`config.mk`:
```
export PLATFORM = sky130hd
export DESIGN_NAME = pipe_hazard_ctrl_flat
export DESIGN_NICKNAME = d
export VERILOG_FILES = /design/src/rtl/pipe_hazard_ctrl_if.sv /design/src/rtl/pipe_hazard_ctrl.sv /design/src/flat_wrapper.sv
export SDC_FILE = /design/constraint.sdc
export NUM_CORES = 1
export LEC_CHECK = 0
export ABC_AREA = 1
export BUFFER_PORTS_ARGS = -buffer_cell sky130_fd_sc_hd__buf_2
export CAP_MARGIN = 20
export CELL_PAD_IN_SITES_DETAIL_PLACEMENT = 1
export CELL_PAD_IN_SITES_GLOBAL_PLACEMENT = 1
export CORE_AREA = 8 8 126 128
export CTS_CLUSTER_DIAMETER = 60
export CTS_CLUSTER_SIZE = 24
export DETAILED_ROUTE_END_ITERATION = 16
export DIE_AREA = 0 0 134 136
export PLACE_DENSITY_LB_ADDON = 0.25
export SLEW_MARGIN = 20
export SYNTH_ARGS = -nofsm -noshare
export SYNTH_HDL_FRONTEND = slang
export SYNTH_SLANG_ARGS = --single-unit
```
`constraint.sdc`:
```
create_clock -name clk -period 1.6 [get_ports clk]
set_clock_uncertainty 0.05 [all_clocks]
set_input_delay 0.16 -clock clk [delete_from_list [all_inputs] [get_ports clk]]
set_output_delay 0.16 -clock clk [all_outputs]
set_load 0.005 [all_outputs]
```
`src/rtl/pipe_hazard_ctrl_if.sv`:
```
// pipe_hazard_ctrl_if: decoded register fields in, stall/flush/forward controls and counters out
interface pipe_hazard_ctrl_if #(
   parameter int REG_AW = 5,
   parameter int CNT_W  = 32
);
   logic [REG_AW-1:0] id_rs;
   logic [REG_AW-1:0] id_rt;
   logic              id_use_rs;
   logic              id_use_rt;
   logic              ex_wr_en;
   logic [REG_AW-1:0] ex_rd;
   logic              ex_is_load;
   logic              mem_wr_en;
   logic [REG_AW-1:0] mem_rd;
   logic              branch_taken;
   logic              stall;
   logic              bubble;
   logic              flush;
   logic [1:0]        fwd_a_sel;
   logic [1:0]        fwd_b_sel;
   logic [CNT_W-1:0]  stall_cnt;
   logic [CNT_W-1:0]  flush_cnt;
   modport master (
      output id_rs, id_rt, id_use_rs, id_use_rt, ex_wr_en, ex_rd, ex_is_load,
             mem_wr_en, mem_rd, branch_taken,
      input  stall, bubble, flush, fwd_a_sel, fwd_b_sel, stall_cnt, flush_cnt
   );
   modport slave (
      input  id_rs, id_rt, id_use_rs, id_use_rt, ex_wr_en, ex_rd, ex_is_load,
             mem_wr_en, mem_rd, branch_taken,
      output stall, bubble, flush, fwd_a_sel, fwd_b_sel, stall_cnt, flush_cnt
   );
endinterface

```
`src/rtl/pipe_hazard_ctrl.sv`:
```
// pipe_hazard_ctrl: RAW hazard detection, forwarding select, branch flush and perf counters
module pipe_hazard_ctrl #(
   parameter int REG_AW        = 5,
   parameter int FWD_EN        = 1,
   parameter int ZERO_REG_HARD = 1,
   parameter int CNT_W         = 32
) (
   input logic             clk,
   input logic             rst,
   pipe_hazard_ctrl_if.slave hz
);
   logic [1:0]       cnt_q, cnt_d;
   logic [1:0]       fwd_a_q, fwd_a_d, fwd_b_q, fwd_b_d;
   logic [CNT_W-1:0] stall_cnt_q, stall_cnt_d, flush_cnt_q, flush_cnt_d;
   logic             ma_ex, mb_ex, ma_mem, mb_mem, any_ex, any_mem;
   logic [1:0]       need, sel_a, sel_b;
   logic             stall_c, flush_c;

   function automatic logic hit(input logic we, input logic [REG_AW-1:0] rd, input logic [REG_AW-1:0] r);
      return we && rd == r && !(ZERO_REG_HARD != 0 && r == '0);
   endfunction

   // hazard detection, stall countdown, forward selection and counter next-state
   always_comb begin
      ma_ex       = hz.id_use_rs && hit(hz.ex_wr_en, hz.ex_rd, hz.id_rs);
      mb_ex       = hz.id_use_rt && hit(hz.ex_wr_en, hz.ex_rd, hz.id_rt);
      ma_mem      = hz.id_use_rs && hit(hz.mem_wr_en, hz.mem_rd, hz.id_rs);
      mb_mem      = hz.id_use_rt && hit(hz.mem_wr_en, hz.mem_rd, hz.id_rt);
      any_ex      = ma_ex || mb_ex;
      any_mem     = ma_mem || mb_mem;
      need        = (FWD_EN != 0) ? ((hz.ex_is_load && any_ex) ? 2'd1 : 2'd0)
                                  : (any_ex ? 2'd2 : any_mem ? 2'd1 : 2'd0);
      flush_c     = rst && hz.branch_taken;
      stall_c     = rst && !hz.branch_taken && (cnt_q != 2'd0 || need != 2'd0);
      cnt_d       = hz.branch_taken ? 2'd0
                  : (cnt_q == 2'd0) ? ((need != 2'd0) ? need - 2'd1 : 2'd0)
                  : cnt_q - 2'd1;
      sel_a       = (ma_ex && !hz.ex_is_load) ? 2'b01 : ma_mem ? 2'b10 : 2'b00;
      sel_b       = (mb_ex && !hz.ex_is_load) ? 2'b01 : mb_mem ? 2'b10 : 2'b00;
      fwd_a_d     = (stall_c || flush_c || FWD_EN == 0) ? 2'b00 : sel_a;
      fwd_b_d     = (stall_c || flush_c || FWD_EN == 0) ? 2'b00 : sel_b;
      stall_cnt_d = (stall_c && !(&stall_cnt_q)) ? stall_cnt_q + 1'b1 : stall_cnt_q;
      flush_cnt_d = (flush_c && !(&flush_cnt_q)) ? flush_cnt_q + 1'b1 : flush_cnt_q;
   end

   // state registers, cleared asynchronously by the active-low reset
   always_ff @(posedge clk or negedge rst) begin
      if (!rst) begin
         cnt_q       <= '0;
         fwd_a_q     <= '0;
         fwd_b_q     <= '0;
         stall_cnt_q <= '0;
         flush_cnt_q <= '0;
      end else begin
         cnt_q       <= cnt_d;
         fwd_a_q     <= fwd_a_d;
         fwd_b_q     <= fwd_b_d;
         stall_cnt_q <= stall_cnt_d;
         flush_cnt_q <= flush_cnt_d;
      end
   end

   assign hz.stall     = stall_c;
   assign hz.bubble    = stall_c;
   assign hz.flush     = flush_c;
   assign hz.fwd_a_sel = fwd_a_q;
   assign hz.fwd_b_sel = fwd_b_q;
   assign hz.stall_cnt = stall_cnt_q;
   assign hz.flush_cnt = flush_cnt_q;
endmodule

```
`src/flat_wrapper.sv`:
```
// flat-port wrapper written by rule: the top's interface ports become plain ports
module pipe_hazard_ctrl_flat 
#(
   parameter int REG_AW        = 5,
   parameter int FWD_EN        = 1,
   parameter int ZERO_REG_HARD = 1,
   parameter int CNT_W         = 32
)
  (clk, rst, hz_id_rs, hz_id_rt, hz_id_use_rs, hz_id_use_rt, hz_ex_wr_en, hz_ex_rd, hz_ex_is_load, hz_mem_wr_en, hz_mem_rd, hz_branch_taken, hz_stall, hz_bubble, hz_flush, hz_fwd_a_sel, hz_fwd_b_sel, hz_stall_cnt, hz_flush_cnt);
  pipe_hazard_ctrl_if #(.REG_AW(REG_AW), .CNT_W(CNT_W)) hz_i ();
  input logic clk;
  input logic rst;
  input wire logic [$bits(hz_i.id_rs)-1:0] hz_id_rs;
  input wire logic [$bits(hz_i.id_rt)-1:0] hz_id_rt;
  input wire logic [$bits(hz_i.id_use_rs)-1:0] hz_id_use_rs;
  input wire logic [$bits(hz_i.id_use_rt)-1:0] hz_id_use_rt;
  input wire logic [$bits(hz_i.ex_wr_en)-1:0] hz_ex_wr_en;
  input wire logic [$bits(hz_i.ex_rd)-1:0] hz_ex_rd;
  input wire logic [$bits(hz_i.ex_is_load)-1:0] hz_ex_is_load;
  input wire logic [$bits(hz_i.mem_wr_en)-1:0] hz_mem_wr_en;
  input wire logic [$bits(hz_i.mem_rd)-1:0] hz_mem_rd;
  input wire logic [$bits(hz_i.branch_taken)-1:0] hz_branch_taken;
  output wire logic [$bits(hz_i.stall)-1:0] hz_stall;
  output wire logic [$bits(hz_i.bubble)-1:0] hz_bubble;
  output wire logic [$bits(hz_i.flush)-1:0] hz_flush;
  output wire logic [$bits(hz_i.fwd_a_sel)-1:0] hz_fwd_a_sel;
  output wire logic [$bits(hz_i.fwd_b_sel)-1:0] hz_fwd_b_sel;
  output wire logic [$bits(hz_i.stall_cnt)-1:0] hz_stall_cnt;
  output wire logic [$bits(hz_i.flush_cnt)-1:0] hz_flush_cnt;
  assign hz_i.id_rs = hz_id_rs;
  assign hz_i.id_rt = hz_id_rt;
  assign hz_i.id_use_rs = hz_id_use_rs;
  assign hz_i.id_use_rt = hz_id_use_rt;
  assign hz_i.ex_wr_en = hz_ex_wr_en;
  assign hz_i.ex_rd = hz_ex_rd;
  assign hz_i.ex_is_load = hz_ex_is_load;
  assign hz_i.mem_wr_en = hz_mem_wr_en;
  assign hz_i.mem_rd = hz_mem_rd;
  assign hz_i.branch_taken = hz_branch_taken;
  assign hz_stall = hz_i.stall;
  assign hz_bubble = hz_i.bubble;
  assign hz_flush = hz_i.flush;
  assign hz_fwd_a_sel = hz_i.fwd_a_sel;
  assign hz_fwd_b_sel = hz_i.fwd_b_sel;
  assign hz_stall_cnt = hz_i.stall_cnt;
  assign hz_flush_cnt = hz_i.flush_cnt;
  pipe_hazard_ctrl #(.REG_AW(REG_AW), .FWD_EN(FWD_EN), .ZERO_REG_HARD(ZERO_REG_HARD), .CNT_W(CNT_W)) u_core (.clk(clk), .rst(rst), .hz(hz_i));
endmodule
```
== Yosys cells after proc, flatten, opt, wreduce, memory -nomap -nowiden ==
Index checks and enable logic that the tools add are counted.
Storage, ports and cells
  bits in registers: 70
  word-level logic and storage cells: 59
Cells by class
  add/sub/neg operators: 4
  eq/ne operators: 4
  mux-type cells: 10
  reduce and logical (&&, ||, !) cells: 36
Operators by type and width (number)
  adder 32 x 1 -> 32 bit (second input constant): 2
  AND reduction 32 bit: 2
  == test 5 bit: 4
  logical AND 1 bit: 20
  two-way mux 2 bit: 9
  zero test 5 bit: 2
  zero test 1 bit: 6
  nonzero test 2 bit: 2
  subtractor 2 x 1 -> 2 bit (second input constant): 2
  logical OR 1 bit: 3
  zero test 2 bit: 1
  two-way mux 1 bit: 1

== Longest topological paths before layout ==
Gate-level depths: netlist of run 1.
  depth in word-level cells: 12
  gate-level depth with buffers: 14
  depth with buffers taken out: 13

== Worst setup path after synthesis of run 1 ==
OpenSTA, ideal clock, no wires.
  path kind: flip-flop to flip-flop
  start: register u_core.flush_cnt_q[0], in the netlist u_core.hz.flush_cnt[0]
  end: register u_core.flush_cnt_q[9], in the netlist u_core.hz.flush_cnt[9]
  arrival: 1.674 ns
  required time: 1.433 ns
  slack: -0.241 ns
  cell stages (with the launch flop): 12
  clock period less this slack: 1.841 ns
  cells stage by stage: dfrtp_1 -> ha_1 -> nand3_1 -> inv_1 -> nand2_1 -> nor2_2 -> nand4_1 -> nand2_2 -> inv_2 -> buf_6 -> nand3b_1 -> nand2_1
Between the ends
  word-level cells in the longest chain between the ends: 3
Ends and longest elaborated chain
  start, declared: line pipe_hazard_ctrl.sv:14  | logic [CNT_W-1:0] stall_cnt_q, stall_cnt_d, flush_cnt_q, flush_cnt_d;
  start signal, assigned: line pipe_hazard_ctrl.sv:59  | flush_cnt_q <= flush_cnt_d;
  branches (longest 3 deep; another with adder 32 x 1 -> 32 bit)
Several ways; the timed one is not identified.
A chain may end at the register's enable or synchronous reset.

== Worst setup path after layout of run 1 ==
  start: register u_core.flush_cnt_q[19], in the netlist u_core.hz.flush_cnt[19]
  end: register u_core.flush_cnt_q[21], in the netlist u_core.hz.flush_cnt[21]
The elaborated chain is that of the path after synthesis.

==> flow_summary_export.csv, run 1 <==
group,metric,value,unit
global_routing,grt_max_degree,65,
clocking,path_clk_slew,0.07,ns
setup_path,crit_top_cell,"nand2_1",
yosys,yosys.area_share.simple,43.3,%
routing,ant_nets,0,
global_routing,grt-ovfl-total,0,
sta,slew_viol_final,0,
clocking,root_buffer,"clkbuf_16",
placement,post-dp-hpwl,14700,um
final_layout,antenna_cells,0,
final_layout,fin_util,57.1,%
placement,place_ws,-0.166,ns
clocking,cts_buffer_depth,2,
yosys,synth.yosys.seq_area_share,36.7,%
final_layout,multiInputGateArea,0.00330,sq mm
yosys,ys_top_cells_by_count,"nand2_1, nor2_1, dfrtp_1",
setup_path,critical_path_class,"flop to flop",
yosys,synth_adder_area_share,0.524,%
sta,setup_ws,-0.440,ns
global_routing,antenna_found_initial,0,
final_layout,nFillCells,1796,
power,leakage,4.16,nW
yosys,synth_top_family_by_area,"simple AND/OR/NAND/NOR gates",
yosys,synth_xor_area_share,7.88,%
clocking,cts_max_level,3,
setup_path,r2r_slack,-0.44,ns
placement,place.gp.congestion,0.893,
yosys,syn_area,0.00478,sq mm
final_layout,final_nets,1021,
sta,whs,0.00861,ns
setup_path,cp-start-kind,"flop",
sta,fin_crit_sh,127,%
yosys,synth_compound_area_share,3.82,%
setup_path,cp-startpoint,"u_core.hz.flush_cnt[19]$_DFFE_PN0P_",
routing,drt_iter0_drc,392,
yosys,yosys_warnings,0,
yosys,netlist_instances,711,
setup_path,timing.rr.end,"u_core.hz.flush_cnt[21]$_DFFE_PN0P_",
setup_path,critPathRequiredTime,1.78,ns
routing,dr.pass1.iters,5,
routing,vias,6401,
routing,wire_per_inst,21.4,um
setup_path,r2r_start,"u_core.hz.flush_cnt[19]$_DFFE_PN0P_",
flow_run,maxCapViolations,0,
sta,final-hold-violation-count,0,
setup_path,crit_fanout,6,
sta,tns,-16.94,ns
yosys,ys_top_cells_by_area,"dfrtp_1, nand2_1, nor2_1",
clocking,cts_tree,"built",
sta,setup_viol,64,
setup_path,critPathSlowestCell,"dfrtp_1",
sta,min_period,2.04,ns
yosys,synth_edf_count,0,
floorplan,rows,44,
floorplan,die_w,134,um
sta,fmax,490,MHz
yosys,synthMostInstantiatedCell,"nand2_1",
final_layout,drive_gt1_share,44.3,%
floorplan,start_util,34.0,%
yosys,synthFlopType,"dfrtp_1",
hold_path,hold_path.class,"input pin to asynchronous set/reset pin",
clocking,clock-sinks,70,
setup_path,endpoint,"u_core.hz.flush_cnt[21]$_DFFE_PN0P_",
placement,port_buffers,98,
sta,rsz0062_at_grt,"true",
clocking,cts_made_buffers,9,
power,p_per_area,768,mW/mm^2
yosys,yosys.cell_types.count,29,
final_layout,seq_area,0.00176,sq mm
global_routing,grt_pass1_vias,6878,
setup_path,reg2regPathDepth,11,
floorplan,dieArea,0.0182,sq mm
global_routing,grt_pass1_wl,34900,um
yosys,synth_seq_cells,70,
yosys,postSynthAreaPerCell,6.72,sq um
setup_path,max_stage_delay,0.47,ns
status,violations,"setup timing",
power,ir_drop,0.000587,V
yosys,synth_top_area_cell,"dfrtp_1",
routing,wirelength,25300,um
yosys,syn_nets,741,
setup_path,worstPathArrival,2.22,ns
floorplan,fp.dieH,136,um
yosys,synth_top_cell_area_share,36.7,%
final_layout,area_growth,67.7,%
floorplan,ioPinCount,99,
yosys,async_flop_share,100,%
yosys,synth.area.mux_share,0,%
sta,worst_slew_pin_slew,0.901,ns
routing,drc,0,
global_routing,grt_use_total,24.2,%
setup_path,path_cells,"nand2_1 > nor2_2 > nand2_1 > inv_1 > nand4_1 > nand2_4 > buf_6 > buf_8 > nor2_2 > nand2_1 > nand2_1",
status,outcome,"finished with violations",
floorplan,core_area,0.0140,sq mm
sta,maxSlewHeadroom,39.9,%
routing,vias_per_cell,5.42,
clocking,clk_latency,0.36,ns
setup_path,cp-end-kind,"flop",
-- critical path: cells and delay by family, from the launching register on --
kind / cells / cell delay, ns
simple gates: 8 / 1.00
flops: 1 / 0.47
buf+inv: 3 / 0.37
-- stage by stage --
stage                     instances  power [mW]  cell area [sq um]
after floorplan                 711        2.44               4890
after global placement         1118        3.04               6570
after detailed placement       1118        3.09               6570
after CTS                      1161        5.81               7470
after global routing           1180        6.32               8010
final                          1180        6.15               8010
-- area by class of cell --
| cell class | instances | area share (%) |
|---|---|---|
| Multi-Input combinational cell | 558 | 41.1 |
| Timing Repair Buffer | 283 | 25.6 |
| Sequential cell | 70 | 21.9 |
| Inverter | 65 | 3.28 |
| Clock buffer | 11 | 3.16 |
| Tap cell | 184 | 2.87 |
| Clock inverter | 5 | 1.31 |
| Timing Repair inverter | 4 | 0.687 |
-- registers in the layout, indices dropped and copies added (netlist names) --
| name | cells |
|---|---|
| u_core.hz.fwd_b_sel | 2 |
| u_core.hz.flush_cnt | 32 |
| u_core.hz.stall_cnt | 32 |
| u_core.cnt_q | 2 |
| u_core.hz.fwd_a_sel | 2 |
-- cells by family (layout without fill, tap and decap cells) --
family                   count (synthesis)  after routing
flip-flops                              70             70
AND/OR/NAND/NOR                        480            480
buffers and inverters                   83            368
XOR/XNOR                                43             43
adder cells (fa/ha/maj)                  2              2
AO/OA/AOI/OAI                           33             33
-- power by group --
group | internal (mW) | switching (mW)
Combinational | 0.753 | 0.898
Clock | 1.61 | 0.883
Sequential | 1.88 | 0.123
Total | 4.25 | 1.90
-- how the worst min path moves through the flow --
stage          cells after the start  start                                  end  slack, ns
2_1_floorplan                      0    rst            u_core.cnt_q[0]$_DFF_PN0_      -0.19
3_3_place_gp                       1    rst            u_core.cnt_q[0]$_DFF_PN0_      -0.07
3_5_place_dp                       1    rst     u_core.hz.fwd_a_sel[0]$_DFF_PN0_      -0.06
4_1_cts                            2    rst  u_core.hz.stall_cnt[26]$_DFFE_PN0P_       0.04
5_1_grt                            2    rst  u_core.hz.stall_cnt[29]$_DFFE_PN0P_       0.08
6_report                           2    rst  u_core.hz.stall_cnt[26]$_DFFE_PN0P_      0.009
-- repair_timing --
item	4_1_cts	5_1_grt
gates cloned	5	2
setup endpoints to repair	66	66
hold buffers	2	0
buffers inserted	21	18
gates resized for setup	82	107
pin swaps	24	44
endpoints found under the hold margin	8	0
-- cells in the final DEF, fill, tap and decap left out, drive strengths merged --
master	count
ha	2
nand4	48
a21oi	2
clkinvlp	2
o211ai	1
dfrtp	70
o22ai	3
inv	68
nor3b	1
clkinv	1
xnor2	18
nor2	84
o21ai	23
buf	280
nand3b	8
dlygate4sd3	2
clkbuf	12
bufinv	3
nand2	291
a211oi	3
a221oi	1
nor3	24
xor2	25
nand3	24
-- per-layer routing --
metal	part of all wire [%]	wire length, um	GRT usage, %
met2	53	13300	44.6
met5	0	0	0
met1	36	9220	24.6
met4	6.1	1540	16.1
met3	4.8	1210	4.55
Power figures use the tool's default switching activity.
==> inputs of run 2 (changes only) <==
--- a/config.mk
+++ b/config.mk
@@ -10,11 +10,11 @@
 export CAP_MARGIN = 20
 export CELL_PAD_IN_SITES_DETAIL_PLACEMENT = 1
 export CELL_PAD_IN_SITES_GLOBAL_PLACEMENT = 1
-export CORE_AREA = 8 8 126 128
+export CORE_AREA = 8 8 120 122
 export CTS_CLUSTER_DIAMETER = 60
-export CTS_CLUSTER_SIZE = 24
+export CTS_CLUSTER_SIZE = 14
 export DETAILED_ROUTE_END_ITERATION = 16
-export DIE_AREA = 0 0 134 136
+export DIE_AREA = 0 0 128 130
 export PLACE_DENSITY_LB_ADDON = 0.25
 export SLEW_MARGIN = 20
 export SYNTH_ARGS = -nofsm -noshare
==> constraint.sdc (replaced) <==
create_clock -name clk -period 2 [get_ports clk]
set_clock_uncertainty 0.05 [all_clocks]
set_input_delay 0.2 -clock clk [delete_from_list [all_inputs] [get_ports clk]]
set_output_delay 0.2 -clock clk [all_outputs]
set_load 0.005 [all_outputs]
==> run 2 against run 1 <==
  * The run now ends clean
  * Maximum frequency up 9.5%
  * First-iteration DRC count down 30%
  * Routed wire length down 33%
  * Register-to-register slack better by 0.58 ns
  * Worst setup slack better by 0.58 ns
  * Worst hold slack better by 0.016 ns
  * Critical path type unchanged
  * Highest routed layer unchanged
==> flow_summary_export.csv, run 2 (synthesis results as in run 1) <==
group,metric,value,unit
status,outcome,"finished, final reports clean",
floorplan,start_util,38.5,%
setup_path,reg2regPathDepth,10,
power,switchingPower,1.12,mW
power,seq_power_share,40.3,%
sta,setup_viol,0,
clocking,clock-sinks,70,
sta,min_period,1.86,ns
flow_run,maxCapViolations,0,
setup_path,max_stage_delay,0.42,ns
floorplan,fp.dieH,130,um
final_layout,layout_common_cells,"nand2_1, buf_2, nor2_1, dfrtp_1, inv_1",
hold_path,hold_path.class,"input pin to flop",
placement,post-dp-hpwl,12900,um
clocking,cts_tree,"built",
routing,drc,0,
placement,dpl_cell_area,0.00561,sq mm
power,p_per_area,664,mW/mm^2
global_routing,grt_pass1_wl,27700,um
setup_path,critical_path_class,"flop to flop",
power,ir_drop,0.000312,V
power,switching_share,28.1,%
sta,fmax,537,MHz
setup_path,crit_fanout,31,
final_layout,final_nets,863,
clocking,cts_max_level,3,
final_layout,multiInputGateArea,0.00268,sq mm
sta,worst_slew_pin_slew,0.740,ns
global_routing,grt-ovfl-total,0,
routing,vias_per_cell,5.11,
sta,final-hold-violation-count,0,
clocking,cts_made_buffers,9,
setup_path,cp-start-kind,"flop",
routing,ant_nets,0,
clocking,postCtsSetupBuffers,0,
clocking,clk_latency,0.34,ns
hold_path,worstHoldPathCells,2,
global_routing,grt_pass1_vias,5544,
global_routing,grt_use_total,20.9,%
setup_path,critPathSlowestCell,"dfrtp_2",
sta,maxSlewHeadroom,50.7,%
setup_path,worstPathArrival,2.09,ns
routing,wirelength,16800,um
setup_path,r2r_slack,0.14,ns
final_layout,layout_commonest_cell,"nand2_1",
setup_path,crit_top_cell,"nand3_2",
routing,wire_per_inst,16.7,um
power,p_comb_share,15.0,%
floorplan,die_w,128,um
routing,dr.pass1.iters,4,
final_layout,area_growth,25.2,%
floorplan,core_area,0.0124,sq mm
final_layout,drive_gt1_share,19.6,%
routing,drt_iter0_drc,275,
global_routing,grt_max_degree,57,
power,finalPower,3.97,mW
placement,port_buffers,98,
floorplan,rows,41,
global_routing,antenna_found_initial,0,
setup_path,critPathRequiredTime,2.23,ns
final_layout,design_area,0.00598,sq mm
placement,place_inst,993,
clocking,path_clk_slew,0.06,ns
floorplan,dieArea,0.0166,sq mm
setup_path,path_cells,"ha_2 > nand3_2 > nor2_4 > nand3_2 > nor2_4 > nand4_4 > nand3_2 > buf_12 > nand2_1 > nand2_1",
clocking,root_buffer,"clkbuf_16",
floorplan,ioPinCount,99,
final_layout,antenna_cells,0,
sta,tns,0,ns
placement,place.gp.congestion,0.851,
power,p_int,2.86,mW
routing,vias,5164,
power,leakage,3.05,nW
clocking,cts_buffer_depth,2,
setup_path,cp-end-kind,"flop",
final_layout,seq_area,0.00175,sq mm
power,clkPwrFrac,44.7,%
sta,slew_viol_final,0,
final_layout,nFillCells,1718,
final_layout,instances_no_fill,1010,
sta,fin_crit_sh,93.1,%
==> run 2: cell count changes in the layout (fill, tap and decap cells not counted), sizes merged <==
cell and change:
inv -3, clkinv +1, bufinv -1, clkbuf -2, dlygate4sd3 -1, buf -152
==> run 2: power by group through the flow <==
| stage | clock [mW] | sequential [mW] | combinational (mW) |
|---|---|---|---|
| final | 1.77 | 1.60 | 0.597 |
| after global routing | 1.86 | 1.61 | 0.671 |
| after CTS | 1.81 | 1.60 | 0.602 |
| after detailed placement | 0 | 1.63 | 0.593 |
| after global placement | 0 | 1.62 | 0.570 |
| after floorplan | 0 | 1.62 | 0.277 |
==> run 2: repair_timing <==
action	in CTS	in global routing
endpoints found under the hold margin	14	0
resized for setup	0	13
endpoints found under the setup margin	0	57
hold buffers	1	0
==> run 2: per-layer routing <==
layer | GRT usage, % | vias up | routed length, um
met1 | 24.3 | 2536 | 7380
met3 | 4.16 | 19 | 666
li1 | - | 2513 | -
met5 | 0 | - | 0
met4 | 6.50 | 0 | 240
met2 | 37.8 | 96 | 8550
==> run 2: final timing paths <==
kind                                                     from                                   to
setup / recovery           u_core.hz.stall_cnt[0]$_DFFE_PN0P_  u_core.hz.stall_cnt[25]$_DFFE_PN0P_
hold / removal                                hz_branch_taken            u_core.cnt_q[1]$_DFF_PN0_
setup reg to reg           u_core.hz.stall_cnt[0]$_DFFE_PN0P_  u_core.hz.stall_cnt[25]$_DFFE_PN0P_
hold reg to reg                     u_core.cnt_q[0]$_DFF_PN0_            u_core.cnt_q[0]$_DFF_PN0_
max in group asynchronous                                 rst   u_core.hz.flush_cnt[6]$_DFFE_PN0P_
min in group asynchronous                                 rst   u_core.hz.stall_cnt[5]$_DFFE_PN0P_
==> run 2: final cells by class <==
cell class,count,area share [%]
multi-input combinational,558,44.8
sequential,70,29.3
timing repair buffer,129,12.8
inverter,65,4.12
clock buffer,10,3.99
tap,172,3.60
clock inverter,6,1.42
==> run 2: critical path: cells and delay by family (launching register included) <==
family        cells  cell delay (ns)
flops             1             0.42
simple gates      8             0.91
fa+ha+maj         1             0.21
buf+inv           1             0.19
==> run 2: through the flow <==
step | util (%) | worst slack (ns) | hold slack (ns)
4_1_cts | 47.9 | 0.0181 | 0.0139
5_1_grt | 48.2 | -0.000655 | 0.0321
3_5_place_dp | 45.2 | 0.0507 | 0.0483
3_3_place_gp | 45.2 | 0.101 | 0.0429
6_report | 48.2 | 0.137 | 0.0242
2_1_floorplan | - | 0.159 | -0.146
